File: src/rtl/dcpu16_cpu_core.sv
// Multi-cycle DCPU-16 v1.1 core. fs carries instruction/next-word fetches and all
// memory write-backs, ab carries operand reads; at most one transfer is in flight.
module dcpu16_cpu_core (
  input  logic        clk,
  input  logic        rst,
  output logic [15:0] fs_adr,
  output logic [15:0] fs_dto,
  output logic        fs_stb,
  output logic        fs_wre,
  input  logic [15:0] fs_dti,
  input  logic        fs_ack,
  output logic [15:0] ab_adr,
  output logic [15:0] ab_dto,
  output logic        ab_stb,
  output logic        ab_wre,
  input  logic [15:0] ab_dti,
  input  logic        ab_ack,
  output logic [15:0] ireg,
  output logic [15:0] regSP,
  output logic [15:0] src,
  output logic [15:0] tgt
);
  typedef enum logic [2:0] {IDLE, FETCH, NXTA, NXTB, RDA, RDB, EXE, WB} state_t;

  state_t      state, after_fetch, after_nxta, after_nxtb, after_rda;
  logic [15:0] file [0:7];
  logic [15:0] pc, sp, o, nw_a, nw_b, mem_a, mem_b, wb_adr, wb_dat;
  logic        skip;

  function automatic logic needs_nw(input logic [5:0] c);
    return (c[5:3] == 3'b010) || (c == 6'h1e) || (c == 6'h1f);
  endfunction

  function automatic logic is_mem(input logic [5:0] c);
    return (c[5:3] == 3'b001) || (c[5:3] == 3'b010) ||
           (c == 6'h18) || (c == 6'h19) || (c == 6'h1a) || (c == 6'h1e);
  endfunction

  function automatic logic [15:0] eff_adr(input logic [5:0] c, input logic [15:0] nw,
                                          input logic [15:0] r, input logic [15:0] s);
    if (c[5:3] == 3'b001) return r;
    if (c[5:3] == 3'b010) return nw + r;
    if (c == 6'h1a) return s - 16'd1;
    if (c == 6'h1e) return nw;
    return s;
  endfunction

  function automatic logic [15:0] sp_after(input logic [5:0] c, input logic [15:0] s);
    if (c == 6'h18) return s + 16'd1;
    if (c == 6'h1a) return s - 16'd1;
    return s;
  endfunction

  function automatic logic [15:0] opnd_val(input logic [5:0] c, input logic [15:0] r,
                                           input logic [15:0] m, input logic [15:0] nw,
                                           input logic [15:0] s, input logic [15:0] p,
                                           input logic [15:0] ov);
    if (c[5]) return {11'd0, c[4:0]};
    if (c[5:3] == 3'b000) return r;
    case (c)
      6'h1b:   return s;
      6'h1c:   return p;
      6'h1d:   return ov;
      6'h1f:   return nw;
      default: return m;
    endcase
  endfunction

  // During FETCH the operand fields come straight from the word being returned.
  logic [15:0] iw, val_a, val_b, ea_a, ea_b, sp_a, sp_b;
  logic [5:0]  code_a, code_b;
  logic        nb, jsr, is_if;

  assign iw     = (state == FETCH) ? fs_dti : ireg;
  assign nb     = (iw[3:0] == 4'h0);
  assign code_a = nb ? iw[15:10] : iw[9:4];
  assign code_b = nb ? 6'h20 : iw[15:10];
  assign jsr    = nb && (iw[9:4] == 6'h01);
  assign is_if  = !nb && (iw[3:2] == 2'b11);
  assign sp_a   = sp_after(code_a, sp);
  assign sp_b   = sp_after(code_b, sp_a);
  assign ea_a   = eff_adr(code_a, nw_a, file[code_a[2:0]], sp);
  assign ea_b   = eff_adr(code_b, nw_b, file[code_b[2:0]], sp_a);
  assign val_a  = opnd_val(code_a, file[code_a[2:0]], mem_a, nw_a, sp, pc, o);
  assign val_b  = opnd_val(code_b, file[code_b[2:0]], mem_b, nw_b, sp, pc, o);

  always_comb begin
    after_rda   = is_mem(code_b) ? RDB : EXE;
    after_nxtb  = skip ? FETCH : (is_mem(code_a) ? RDA : after_rda);
    after_nxta  = needs_nw(code_b) ? NXTB : after_nxtb;
    after_fetch = needs_nw(code_a) ? NXTA : after_nxta;
  end

  logic [15:0] res, o_res;
  logic        o_wr, cond;
  logic [16:0] sum, dif;
  logic [31:0] prod, shl_v, shr_v, quo;

  always_comb begin
    sum   = {1'b0, val_a} + {1'b0, val_b};
    dif   = {1'b0, val_a} - {1'b0, val_b};
    prod  = {16'd0, val_a} * {16'd0, val_b};
    shl_v = {16'd0, val_a} << val_b;
    shr_v = {val_a, 16'd0} >> val_b;
    // (a<<16)/b gives the quotient in the top half and the DIV overflow in the bottom.
    quo   = (val_b == 16'd0) ? 32'd0 : {val_a, 16'd0} / {16'd0, val_b};
    res   = val_b;
    o_res = o;
    o_wr  = 1'b0;
    cond  = 1'b1;
    case (ireg[3:0])
      4'h2: begin res = sum[15:0];   o_res = {15'd0, sum[16]}; o_wr = 1'b1; end
      4'h3: begin res = dif[15:0];   o_res = {16{dif[16]}};    o_wr = 1'b1; end
      4'h4: begin res = prod[15:0];  o_res = prod[31:16];      o_wr = 1'b1; end
      4'h5: begin res = quo[31:16];  o_res = quo[15:0];        o_wr = 1'b1; end
      4'h6: res = (val_b == 16'd0) ? 16'd0 : val_a % val_b;
      4'h7: begin res = shl_v[15:0]; o_res = shl_v[31:16];     o_wr = 1'b1; end
      4'h8: begin res = shr_v[31:16]; o_res = shr_v[15:0];     o_wr = 1'b1; end
      4'h9: res = val_a & val_b;
      4'ha: res = val_a | val_b;
      4'hb: res = val_a ^ val_b;
      4'hc: cond = (val_a == val_b);
      4'hd: cond = (val_a != val_b);
      4'he: cond = (val_a > val_b);
      4'hf: cond = ((val_a & val_b) != 16'd0);
      default: ;
    endcase
  end

  always_ff @(posedge clk or posedge rst) begin
    if (rst) begin
      state <= IDLE;
      pc    <= 16'd0;
      sp    <= 16'd0;
      o     <= 16'd0;
      ireg  <= 16'd0;
      skip  <= 1'b0;
    end else begin
      case (state)
        IDLE: state <= FETCH;
        FETCH: if (fs_ack) begin
          ireg  <= fs_dti;
          pc    <= pc + 16'd1;
          state <= after_fetch;
          if (after_fetch == FETCH) skip <= 1'b0;
        end
        NXTA: if (fs_ack) begin
          pc    <= pc + 16'd1;
          state <= after_nxta;
          if (after_nxta == FETCH) skip <= 1'b0;
        end
        NXTB: if (fs_ack) begin
          pc    <= pc + 16'd1;
          state <= after_nxtb;
          if (after_nxtb == FETCH) skip <= 1'b0;
        end
        RDA: if (ab_ack) state <= after_rda;
        RDB: if (ab_ack) state <= EXE;
        EXE: begin
          state <= FETCH;
          sp    <= sp_b;
          if (jsr) begin
            sp    <= sp_b - 16'd1;
            pc    <= val_a;
            state <= WB;
          end else if (is_if) begin
            skip <= ~cond;
          end else if (!nb) begin
            if (o_wr) o <= o_res;
            case (code_a)
              6'h1b:   sp <= res;
              6'h1c:   pc <= res;
              6'h1d:   o  <= res;
              default: if (is_mem(code_a)) state <= WB;
            endcase
          end
        end
        WB: if (fs_ack) state <= FETCH;
        default: state <= IDLE;
      endcase
    end
  end

  always_ff @(posedge clk) begin
    case (state)
      NXTA: if (fs_ack) nw_a <= fs_dti;
      NXTB: if (fs_ack) nw_b <= fs_dti;
      RDA:  if (ab_ack) mem_a <= ab_dti;
      RDB:  if (ab_ack) mem_b <= ab_dti;
      EXE: begin
        if (jsr) begin
          wb_adr <= sp_b - 16'd1;
          wb_dat <= pc;
        end else if (!nb && !is_if) begin
          if (code_a[5:3] == 3'b000) file[code_a[2:0]] <= res;
          wb_adr <= ea_a;
          wb_dat <= res;
        end
      end
      default: ;
    endcase
  end

  assign fs_stb = (state == FETCH) || (state == NXTA) || (state == NXTB) || (state == WB);
  assign fs_wre = (state == WB);
  assign fs_adr = (state == WB) ? wb_adr : pc;
  assign fs_dto = (state == WB) ? wb_dat : 16'd0;
  assign ab_stb = (state == RDA) || (state == RDB);
  assign ab_adr = (state == RDA) ? ea_a : ((state == RDB) ? ea_b : 16'd0);
  assign ab_dto = 16'd0;
  assign ab_wre = 1'b0;
  assign regSP  = sp;
  assign src    = val_b;
  assign tgt    = val_a;
endmodule

File: config.mk
export PLATFORM = sky130hd
export DESIGN_NAME = dcpu16_cpu_core
export DESIGN_NICKNAME = d
export VERILOG_FILES = /design/src/rtl/dcpu16_cpu_core.sv
export SDC_FILE = /design/constraint.sdc
export NUM_CORES = 2
export LEC_CHECK = 0
export BUFFER_PORTS_ARGS = -buffer_cell sky130_fd_sc_hd__buf_4
export CORE_MARGIN = 5
export CORE_UTILIZATION = 32
export CTS_BUF_LIST = sky130_fd_sc_hd__clkbuf_4
export CTS_CLUSTER_SIZE = 25
export DETAILED_ROUTE_END_ITERATION = 12
export SYNTH_ARGS = -nofsm -noshare
export SYNTH_HDL_FRONTEND = slang
export SYNTH_SLANG_ARGS = --single-unit
export TNS_END_PERCENT = 1
File: constraint.sdc
create_clock -name clk -period 287.8 [get_ports clk]
set_input_delay 28.78 -clock clk [delete_from_list [all_inputs] [get_ports clk]]
set_output_delay 28.78 -clock clk [all_outputs]
set_load 0.05 [all_outputs]
==> metrics.md <==
| Metric | Value |
|---|---|
| Most common library cells after synthesis | 863 x nor2_1, 855 x nand2_1, 710 x a21oi_1, 706 x ha_1, 473 x o21ai_0 |
| RSZ-0062 raised after global routing | false |
| Failing checks | capacitance limit, slew limit |
| Most common cell in the synthesized netlist | nor2_1 |
| Fin crit period | 131.97 ns |
| Via density | 6.213 |
| R2r setup slk | 182.81 ns |
| Synth Instances | 8496 |
| H-tree depth | 3 |
| Max-Cap Viols | 1 |
| Yosys reg bits | 292 |
| Placed cell count | 11.11k |
| Wirelength per Cell | 27.62 um |
| Most frequent cell on the critical path | o21a_1 |
| Syn. warnings | 0 |
| Final Slew Violations | 3 |
| Filler instances | 20.99k |
| Reg-to-reg startpoint | state[0] |
| Final period util | 45.86% |
| Die width | 455.7 um |
| Slowest cell on crit path | nor3_2 |
| Final global-route overflow total | 0 |
| Top-area cell type share of the netlist area | 13.90% |
| Total CTS buffers | 76 |
| Clock transition at path regs | 0.07 ns |
| Worst Path Max Fanout | 36 |
| Placed Area | 68400 um2 |
| Post-detail-place hpwl | 239000 um |
| Total track usage | 28.31% |
| Postcts setup bufs | 0 |
| Core area | 197400 um2 |
| Largest net degree at the start of global routing | 63 |
| Worst Skew | 0.1720 ns |
| Arrival time at the worst endpoint | 132.71 ns |
| Finished Cell Area | 69420 um2 |
| FF-to-FF End | o[0] |
| CTS tree | done |
| Initial antenna violation count | 12 |
| Register area share after synthesis | 13.26% |
| Fin Setup TNS | 0 ns |
| # DRC | 0 |
| Die height | 455.7 um |
| Worst hold-check path type | flop to flop |
| Outcome | complete, but fails checks |
| R2R depth | 438 |
| Final setup fails | 0 |
| Worst Hold Depth | 2 |
| GP Congestion | 1.031 |
| Syn_area_per_cell | 7.482 um2 |
| DR vias | 69.94k |
| Hold endpoint | o[1] |
| CTS Sinks | 292 |
| Fin cells | 11.26k |
| Fin nets | 9485 |
| # IOs | 168 |
| Crit. End Element | flop |
| Synth async-reset ratio | 23.29% |
| Post-synth EDFFs | 224 |
| Initial Utilization | 32.20% |
| Worst path required time | 288.53 ns |
| Antenna Violating Nets Remaining | 0 |
| Skew-Pair Late Insertion Delay | 0.96 ns |
| First-pass GRT wire length | 448800 um |
| Least-Margin Pin Slew | 1.513 ns |
| Share of layout cells above drive strength 1 | 10.56% |
| Layout area overhead | 9.204% |
| Starting DRT DRC Count | 8041 |
| Cell area after synthesis | 63560 um2 |
| Hold Startpoint | o[1] |
| Worst setup startpoint | fs_dti[11] |
| Row Count | 163 |
| Crit-path max cell delay | 0.99 ns |
| Cts hold-fix bufs | 0 |
| Util after Layout | 35.16% |
| Fmax | 0.007577 GHz |
| Worst Setup Start Kind | input pin |
| Dominant synthesized flop cell | edfxtp_1 |
| Total Routed Length | 311000 um |
| Most area-consuming cells after synthesis | ha_1 14%, edfxtp_1 11%, fa_1 6.3%, a21oi_1 5.6%, nor2_1 5.1% |
| Final hold violation count | 0 |
| Count of cell types in the netlist | 124 |
| Max Root-Sink Buffers | 3 |
| Pre-Repair DR Iteration Count | 9 |
| Post-synth top area cell | ha_1 |
| Port Buf Inserts | 150 |
| Vias in the first global route | 66.68k |
| Post-CTS sizing | 0 |
| Die area | 207700 um2 |
| Root Buffer | clkbuf_4 |
| Setup CP Type | input pin to flop |
| Max-slew headroom | -1.071% |
how the worst max path moves through the flow:
stage / end / slack (ns) / cells after the start
final: o[0] / 155.83 / 438
after global routing: o[0] / 147.53 / 442
after CTS: o[0] / 157.48 / 437
after detailed placement: o[0] / 157.09 / 437
after global placement: o[0] / 159.41 / 440
after floorplan: o[0] / 167.27 / 481
sequential cells by signal, summed over array words and instances (netlist names):
signal and cells:
file 128, ireg 16, mem_a 16, mem_b 16, nw_a 16, nw_b 16
o 16, pc 16, regSP 16, wb_adr 16, wb_dat 16, state 3
skip 1
metal layers:
metal,vias to the layer above,part of all wire [%],GRT usage [%]
met5,-,0,0
met4,0,8.1,18.32
met3,951,9.5,5.725
met2,3854,43,44.69
met1,33670,39,35.11
li1,31460,-,-
metrics by stage:
| step | hold WS, ns | setup WS, ns |
|---|---|---|
| after detailed placement | 0.5449 | 157.09 |
| after floorplan | 0.4621 | 167.27 |
| after global placement | 0.5323 | 159.41 |
| final | 0.5713 | 155.83 |
| after CTS | 0.5603 | 157.48 |
| after global routing | 0.5964 | 147.53 |
worst max-delay path: cells and delay by family:
family	cells	cell delay, ns
adder cells (fa/ha/maj)	32	9.80
AO/OA/AOI/OAI	264	55.96
multiplexers	8	2.78
buffers and inverters	19	3.90
AND/OR/NAND/NOR	115	31.23
cell families (layout without fill, tap and decap cells):
kind of cell,count (synthesis),in the layout,synth area share (%)
AND/OR/NAND/NOR,2966,2966,22.08
AO/OA/AOI/OAI,2769,2769,28.90
adder cells (fa/ha/maj),906,906,20.20
buffers and inverters,899,991,5.547
XOR/XNOR,387,387,5.344
flip-flops,292,292,13.26
multiplexers,276,276,4.669
other,1,30,0.005899
placed cells by master (no fill, tap or decap), types with 75 or more instances in the layout:
cell	synthesis	layout
nand3_1	165	165
xnor2_1	246	246
a211oi_1	95	93
mux2i_1	117	112
buf_4	23	378
nand4_1	76	76
a21oi_1	710	703
o22ai_1	104	101
inv_1	461	457
o211ai_1	77	77
xor2_1	140	140
nor2b_1	75	75
nor3_1	327	318
or2_2	109	109
mux2_2	148	148
ha_1	706	706
a21o_1	142	142
nand2_1	855	853
nor2_1	863	856
fa_1	200	200
o31ai_1	93	93
edfxtp_1	224	224
o21a_1	330	327
o21ai_0	473	465
a31oi_1	95	95
o21bai_1	95	95
clkbuf_4	0	104
nand2b_1	88	88
cell type report:
class | count | area, um2 | share of cell area [%]
antenna | 13 | 32.53 | 0.04686
sequential | 292 | 8429 | 12.14
inverter | 473 | 1779 | 2.563
clock buffer | 104 | 780.7 | 1.125
timing repair buffer | 379 | 2858 | 4.117
clock inverter | 35 | 205.2 | 0.2956
multi-input combinational | 7321 | 52030 | 74.95
tap | 2640 | 3303 | 4.759
Power is left out: the tool's default activity adds up to more than one toggle a clock period on the data nets, which glitch-free logic cannot reach.
